`src/rtl/key_scanner.sv`:
```
// key_scanner: synchronises and debounces every front-panel input, then emits levels, press pulses and a one-hot held note.
// Define KEY_REPEAT_EN to enable auto-repeat pulses on oct_up/oct_down.
module key_scanner #(
  parameter int DEBOUNCE_CYCLES = 2000000,
  parameter int NOTE_KEYS       = 7,
  parameter int LENGTH_KEYS     = 7,
  parameter int REPEAT_DELAY    = 50000000,
  parameter int REPEAT_PERIOD   = 10000000
) (
  input  logic                   clk,
  input  logic                   rst_n,
  input  logic [NOTE_KEYS-1:0]   raw_note,
  input  logic [LENGTH_KEYS-1:0] raw_length,
  input  logic                   raw_submit,
  input  logic                   raw_cancel,
  input  logic                   raw_oct_up,
  input  logic                   raw_oct_down,
  output logic [NOTE_KEYS-1:0]   note_key,
  output logic                   note_press,
  output logic                   note_release,
  output logic [LENGTH_KEYS-1:0] length_key,
  output logic                   submit_p,
  output logic                   cancel_p,
  output logic                   oct_up_p,
  output logic                   oct_down_p,
  output logic                   multi_key
);
  localparam int N  = NOTE_KEYS + LENGTH_KEYS + 4;
  localparam int CW = $clog2(DEBOUNCE_CYCLES + 1);
  typedef enum logic [1:0] {IDLE, HELD, LOCK} state_t;
  state_t state, state_n;
  logic [N-1:0] raw, s1, s2, stable, stable_d;
  logic [CW-1:0] cnt [N];
  logic [NOTE_KEYS-1:0] s_note, key_n;
  logic [3:0] btn, rise;
  logic [1:0] rep;
  logic one_hot, press_n, rel_n;
  assign raw = {raw_oct_down, raw_oct_up, raw_cancel, raw_submit, raw_length, raw_note};
  always_ff @(posedge clk or negedge rst_n)
    if (!rst_n) begin
      s1 <= '0;
      s2 <= '0;
      stable <= '0;
      stable_d <= '0;
      for (int i = 0; i < N; i++) cnt[i] <= '0;
    end else begin
      s1 <= raw;
      s2 <= s1;
      stable_d <= stable;
      for (int i = 0; i < N; i++)
        if (s2[i] == stable[i]) cnt[i] <= '0;
        else if (cnt[i] == CW'(DEBOUNCE_CYCLES - 1)) begin
          stable[i] <= s2[i];
          cnt[i] <= '0;
        end else cnt[i] <= cnt[i] + CW'(1);
    end
  assign s_note  = stable[NOTE_KEYS-1:0];
  assign btn     = stable[N-1:N-4];
  assign rise    = btn & ~stable_d[N-1:N-4];
  assign one_hot = |s_note && ~|(s_note & (s_note - {{(NOTE_KEYS-1){1'b0}}, 1'b1}));
`ifdef KEY_REPEAT_EN
  localparam int RMAX = REPEAT_DELAY > REPEAT_PERIOD ? REPEAT_DELAY : REPEAT_PERIOD;
  localparam int RW   = $clog2(RMAX + 1);
  logic [RW-1:0] rcnt [2];
  logic [1:0] armed, hold;
  // an oct key only repeats while it is held alone
  assign hold = {btn[3] & ~btn[2], btn[2] & ~btn[3]};
  always_comb
    for (int i = 0; i < 2; i++)
      rep[i] = hold[i] && rcnt[i] == (armed[i] ? RW'(REPEAT_PERIOD) : RW'(REPEAT_DELAY));
  always_ff @(posedge clk or negedge rst_n)
    if (!rst_n) begin
      armed <= '0;
      for (int i = 0; i < 2; i++) rcnt[i] <= '0;
    end else
      for (int i = 0; i < 2; i++)
        if (!hold[i]) begin
          rcnt[i] <= '0;
          armed[i] <= 1'b0;
        end else if (rep[i]) begin
          rcnt[i] <= RW'(1);
          armed[i] <= 1'b1;
        end else rcnt[i] <= rcnt[i] + RW'(1);
`else
  assign rep = '0;
`endif
  always_comb begin
    state_n = state;
    key_n   = note_key;
    press_n = 1'b0;
    rel_n   = 1'b0;
    case (state)
      IDLE: if (one_hot) begin
        state_n = HELD;
        key_n   = s_note;
        press_n = 1'b1;
      end else if (|s_note) state_n = LOCK;
      HELD: if (~|(s_note & note_key)) begin
        key_n   = '0;
        rel_n   = 1'b1;
        state_n = |s_note ? LOCK : IDLE;
      end
      LOCK: if (~|s_note) state_n = IDLE;
      default: state_n = IDLE;
    endcase
  end
  assign multi_key = state == LOCK;
  always_ff @(posedge clk or negedge rst_n)
    if (!rst_n) begin
      state <= IDLE;
      note_key <= '0;
      note_press <= 1'b0;
      note_release <= 1'b0;
      length_key <= '0;
      submit_p <= 1'b0;
      cancel_p <= 1'b0;
      oct_up_p <= 1'b0;
      oct_down_p <= 1'b0;
    end else begin
      state <= state_n;
      note_key <= key_n;
      note_press <= press_n;
      note_release <= rel_n;
      length_key <= stable[NOTE_KEYS+LENGTH_KEYS-1:NOTE_KEYS];
      submit_p <= rise[0] & ~rise[1];
      cancel_p <= rise[1];
      oct_up_p <= (rise[2] & ~rise[3]) | rep[0];
      oct_down_p <= (rise[3] & ~rise[2]) | rep[1];
    end
endmodule

```
`config.mk`:
```
export PLATFORM = sky130hd
export DESIGN_NAME = key_scanner
export DESIGN_NICKNAME = d
export VERILOG_FILES = /design/src/rtl/key_scanner.sv
export SDC_FILE = /design/constraint.sdc
export NUM_CORES = 1
export LEC_CHECK = 0
export ABC_CLOCK_PERIOD_IN_PS = 2000
export BUFFER_PORTS_ARGS = -buffer_cell sky130_fd_sc_hd__buf_2
export CORE_ASPECT_RATIO = 0.8
export CORE_UTILIZATION = 51
export CTS_CLUSTER_SIZE = 25
export DETAILED_ROUTE_END_ITERATION = 7
export GPL_ROUTABILITY_DRIVEN = 0
export GPL_TIMING_DRIVEN = 0
export PLACE_DENSITY = 0.7
export REMOVE_ABC_BUFFERS = 1
export SLEW_MARGIN = 20
export SYNTH_ARGS = -nofsm -noshare
export SYNTH_HDL_FRONTEND = slang
export SYNTH_SLANG_ARGS = --single-unit
```
`constraint.sdc`:
```
create_clock -name clk -period 2 [get_ports clk]
set_input_delay 0.1 -clock clk [delete_from_list [all_inputs] [get_ports clk]]
set_output_delay 0.1 -clock clk [all_outputs]
set_load 0.1 [all_outputs]
```
==> flow_metrics.py <==
metrics = {
    "logic_synthesis": {
        "synthCells": 2055,
        "yosysMostFrequentCell": "dfrtp_1",
        "synth_area_per_cell_sq_um": 10.1,
        "syn_area_sq_um": 20800,
        "synth_flop_cell": "dfrtp_1",
        "async_flop_share": 1.00,
        "synth_edf_count": 0,
        "synth.top_cell.area_share": 0.550,
        "synth_commonest_cells": "458 x dfrtp_1, 445 x nor2_1, 213 x xor2_1",
        "yosysUniqueCellTypes": 48,
        "synth_area_leaders": "dfrtp_1 55%, xor2_1 9.0%, nor2_1 8.0%",
        "yosys.area.top_type": "dfrtp_1",
        "synth-seq-cells": 458,
        "yosys_warnings": 0,
        "ys_seq_area_frac": 0.550,
    },
    "setup_path": {
        "worstReg2RegEnd": "note_key[0]",
        "slowest_delay_ns": 0.58,
        "r2r_setup_slack_ns": 0.02,
        "crit_chain": "or4_4 -> nor3_4 -> and4bb_1 -> o21ai_4 -> buf_12 -> mux2i_1",
        "crit_arrival_ns": 2.47,
        "critical_path.slowest_cell": "or4_4",
        "cp_top_family": "simple AND/OR/NAND/NOR gates",
        "reg2reg_from": "stable[1]",
        "critPathKind": "flip-flop to flip-flop",
        "critPathMaxFanout": 6,
        "startpoint": "stable[1]",
        "start_kind": "flip-flop",
        "worstPathRequired_ns": 2.49,
        "ff2ff_path_depth": 6,
        "worstSetupEndpointType": "flip-flop",
        "worst-path-buf-inv": 1,
    },
    "detailed_routing": {
        "wl_um": 37400,
        "vias_per_cell": 5.27,
        "dr.pass1.iters": 4,
        "ant_nets": 0,
        "drc": 0,
        "routedWlPerCell_um": 13.8,
        "drt-initial-drc-count": 934,
        "vias": 14300,
    },
    "timing": {
        "max-slew-margin-rel": 0.499,
        "hold_viol": 0,
        "worst_slack_ns": 0.0187,
        "skew_ns": 0.0140,
        "period_share": 0.991,
        "max_freq_mhz": 505,
        "drv_slew": 0,
        "rsz0062_at_grt": "yes",
        "period_needed_ns": 1.98,
        "setup_violations": 0,
        "worstMarginPinSlew_ns": 0.745,
    },
    "finish": {
        "syn2layout_area_growth_pct": 14.6,
        "finalNetCount": 2177,
        "drive_gt1_frac": 0.103,
        "num-fill-cells": 3309,
        "antennaDiodeCount": 0,
        "finish.utilization": 0.599,
    },
    "power_and_ir_drop": {
        "power_mw": 19.0,
        "ir_drop_mv": 0.620,
        "p_leak_nw": 10.4,
        "pwr_density_cell_nw_per_um2": 794,
    },
    "run_status": {
        "status": "finished, final reports clean",
    },
    "clocking": {
        "cts_tree": "done",
        "path_clk_slew_ns": 0.06,
        "clk_latency_ns": 0.56,
        "cts_buffers": 46,
        "cts_max_level": 2,
        "clockRootBuffer": "clkbuf_16",
        "cts.path.max_buffers": 3,
        "cts.sinks": 458,
    },
    "grt": {
        "antenna_found_initial": 0,
        "grt_use_total": 0.183,
        "grt_pass1_vias": 14000,
        "grt_max_degree": 103,
        "grt.overflow.total": 0,
        "grt_pass1_wl_um": 65400,
    },
    "placed_design": {
        "io_buffers": 40,
        "pre_cts_slack_ns": -0.175,
        "dp_hpwl_um": 24100,
    },
    "min_path": {
        "min_from": "raw_note[3]",
        "worstHoldPathType": "primary input to flip-flop",
        "min_to": "s1[3]",
        "min_path_cells": 2,
    },
    "die": {
        "initial_core_util": 0.523,
        "dieHeight_um": 183,
        "ios": 41,
        "die-area_sq_um": 41700,
        "rows": 65,
        "core_sq_um": 39900,
        "die_w_um": 228,
    },
    "job": {
        "drv_cap": 0,
    },
}
==> cells by family (layout without fill, tap and decap cells) <==
group                    count (synthesis)  after routing  synth area share
AO/OA/AOI/OAI                           21             21           0.00726
XOR/XNOR                               359            359             0.151
adder cells (fa/ha/maj)                 19             19            0.0113
buffers and inverters                  106            222            0.0211
flip-flops                             458            458             0.550
multiplexers                            18             18           0.00937
AND/OR/NAND/NOR                       1074           1077             0.250
==> per-stage QoR <==
stage	TNS (ns)	cell area (sq um)	hold slack, ns	instances
final	0	23900	0.175	2710
after floorplan	-0.227	20600	-0.196	2006
after detailed placement	-7.14	21600	-0.0204	2587
after CTS	-0.0276	23600	0.145	2701
after global routing	-0.270	23900	0.154	2710
after global placement	-3730.54	21500	0.208	2582
==> what timing repair did <==
item | CTS | global route
pin swaps | 6 | 7
hold endpoints to repair | 391 | 0
cloned | 2 | 1
hold buffers | 20 | 0
gates resized for setup | 16 | 46
setup buffers | 9 | 8
endpoints found under the setup margin | 119 | 333
==> how the worst max path moves through the flow <==
| stage | end | cells past startpoint | slack, ns |
|---|---|---|---|
| 6_report | note_key[0] | 6 | 0.02 |
| 5_1_grt | note_key[1] | 6 | -0.05 |
| 4_1_cts | stable[15] | 4 | -0.03 |
| 3_5_place_dp | state[0] | 5 | -0.18 |
| 3_3_place_gp | s1[7] | 1 | -8.20 |
| 2_1_floorplan | state[1] | 5 | -0.22 |
==> flip-flops by register name, summed over array words and instances (netlist names), 2 cells and up <==
register / count
s2: 18
stable_d: 5
note_key: 7
length_key: 6
state: 2
s1: 18
cnt: 378
stable: 18
==> metal layers <==
layer  vias up  part of all wire  global-route usage
li1       7070                 -                   -
met1      6992              0.49               0.265
met2       173              0.46               0.288
met3        57             0.029              0.0278
met4         0             0.020              0.0505
met5         -                 0                   0
==> power breakdown <==
group / internal [mW] / leakage [nW] / switching (mW) / total (mW)
combinational: 0.202 / 3.33 / 0.416 / 0.618
sequential: 9.39 / 6.27 / 0.128 / 9.52
clock: 5.17 / 0.756 / 3.64 / 8.81
==> layout by cell type, fill, tap and decap left out, types with 19 or more instances in the layout <==
cell type      Yosys  final
nor3_1            37     34
and3_1            43     42
clkbuf_16          0     46
nand2_1          129    129
nand3_1          169    169
inv_1             57     57
dfrtp_1          458    458
nor2_1           445    444
nor4_2             0     25
xnor2_1          146    146
dlygate4sd3_1      0     19
nor4b_1           20     20
and4_1            26     26
buf_2              6     39
nor4_1            55     26
xor2_1           213    213
nand4_1           85     85
==> layout make-up <==
type,count,area [sq um],share of cell area
clock buffer,57,1260,0.0529
tap,536,671,0.0281
timing repair buffer,82,683,0.0286
multi-input combinational,1494,9270,0.388
sequential,458,11500,0.480
inverter,57,214,0.00896
clock inverter,26,314,0.0132
No activity file was read; power rests on OpenSTA's default activity.
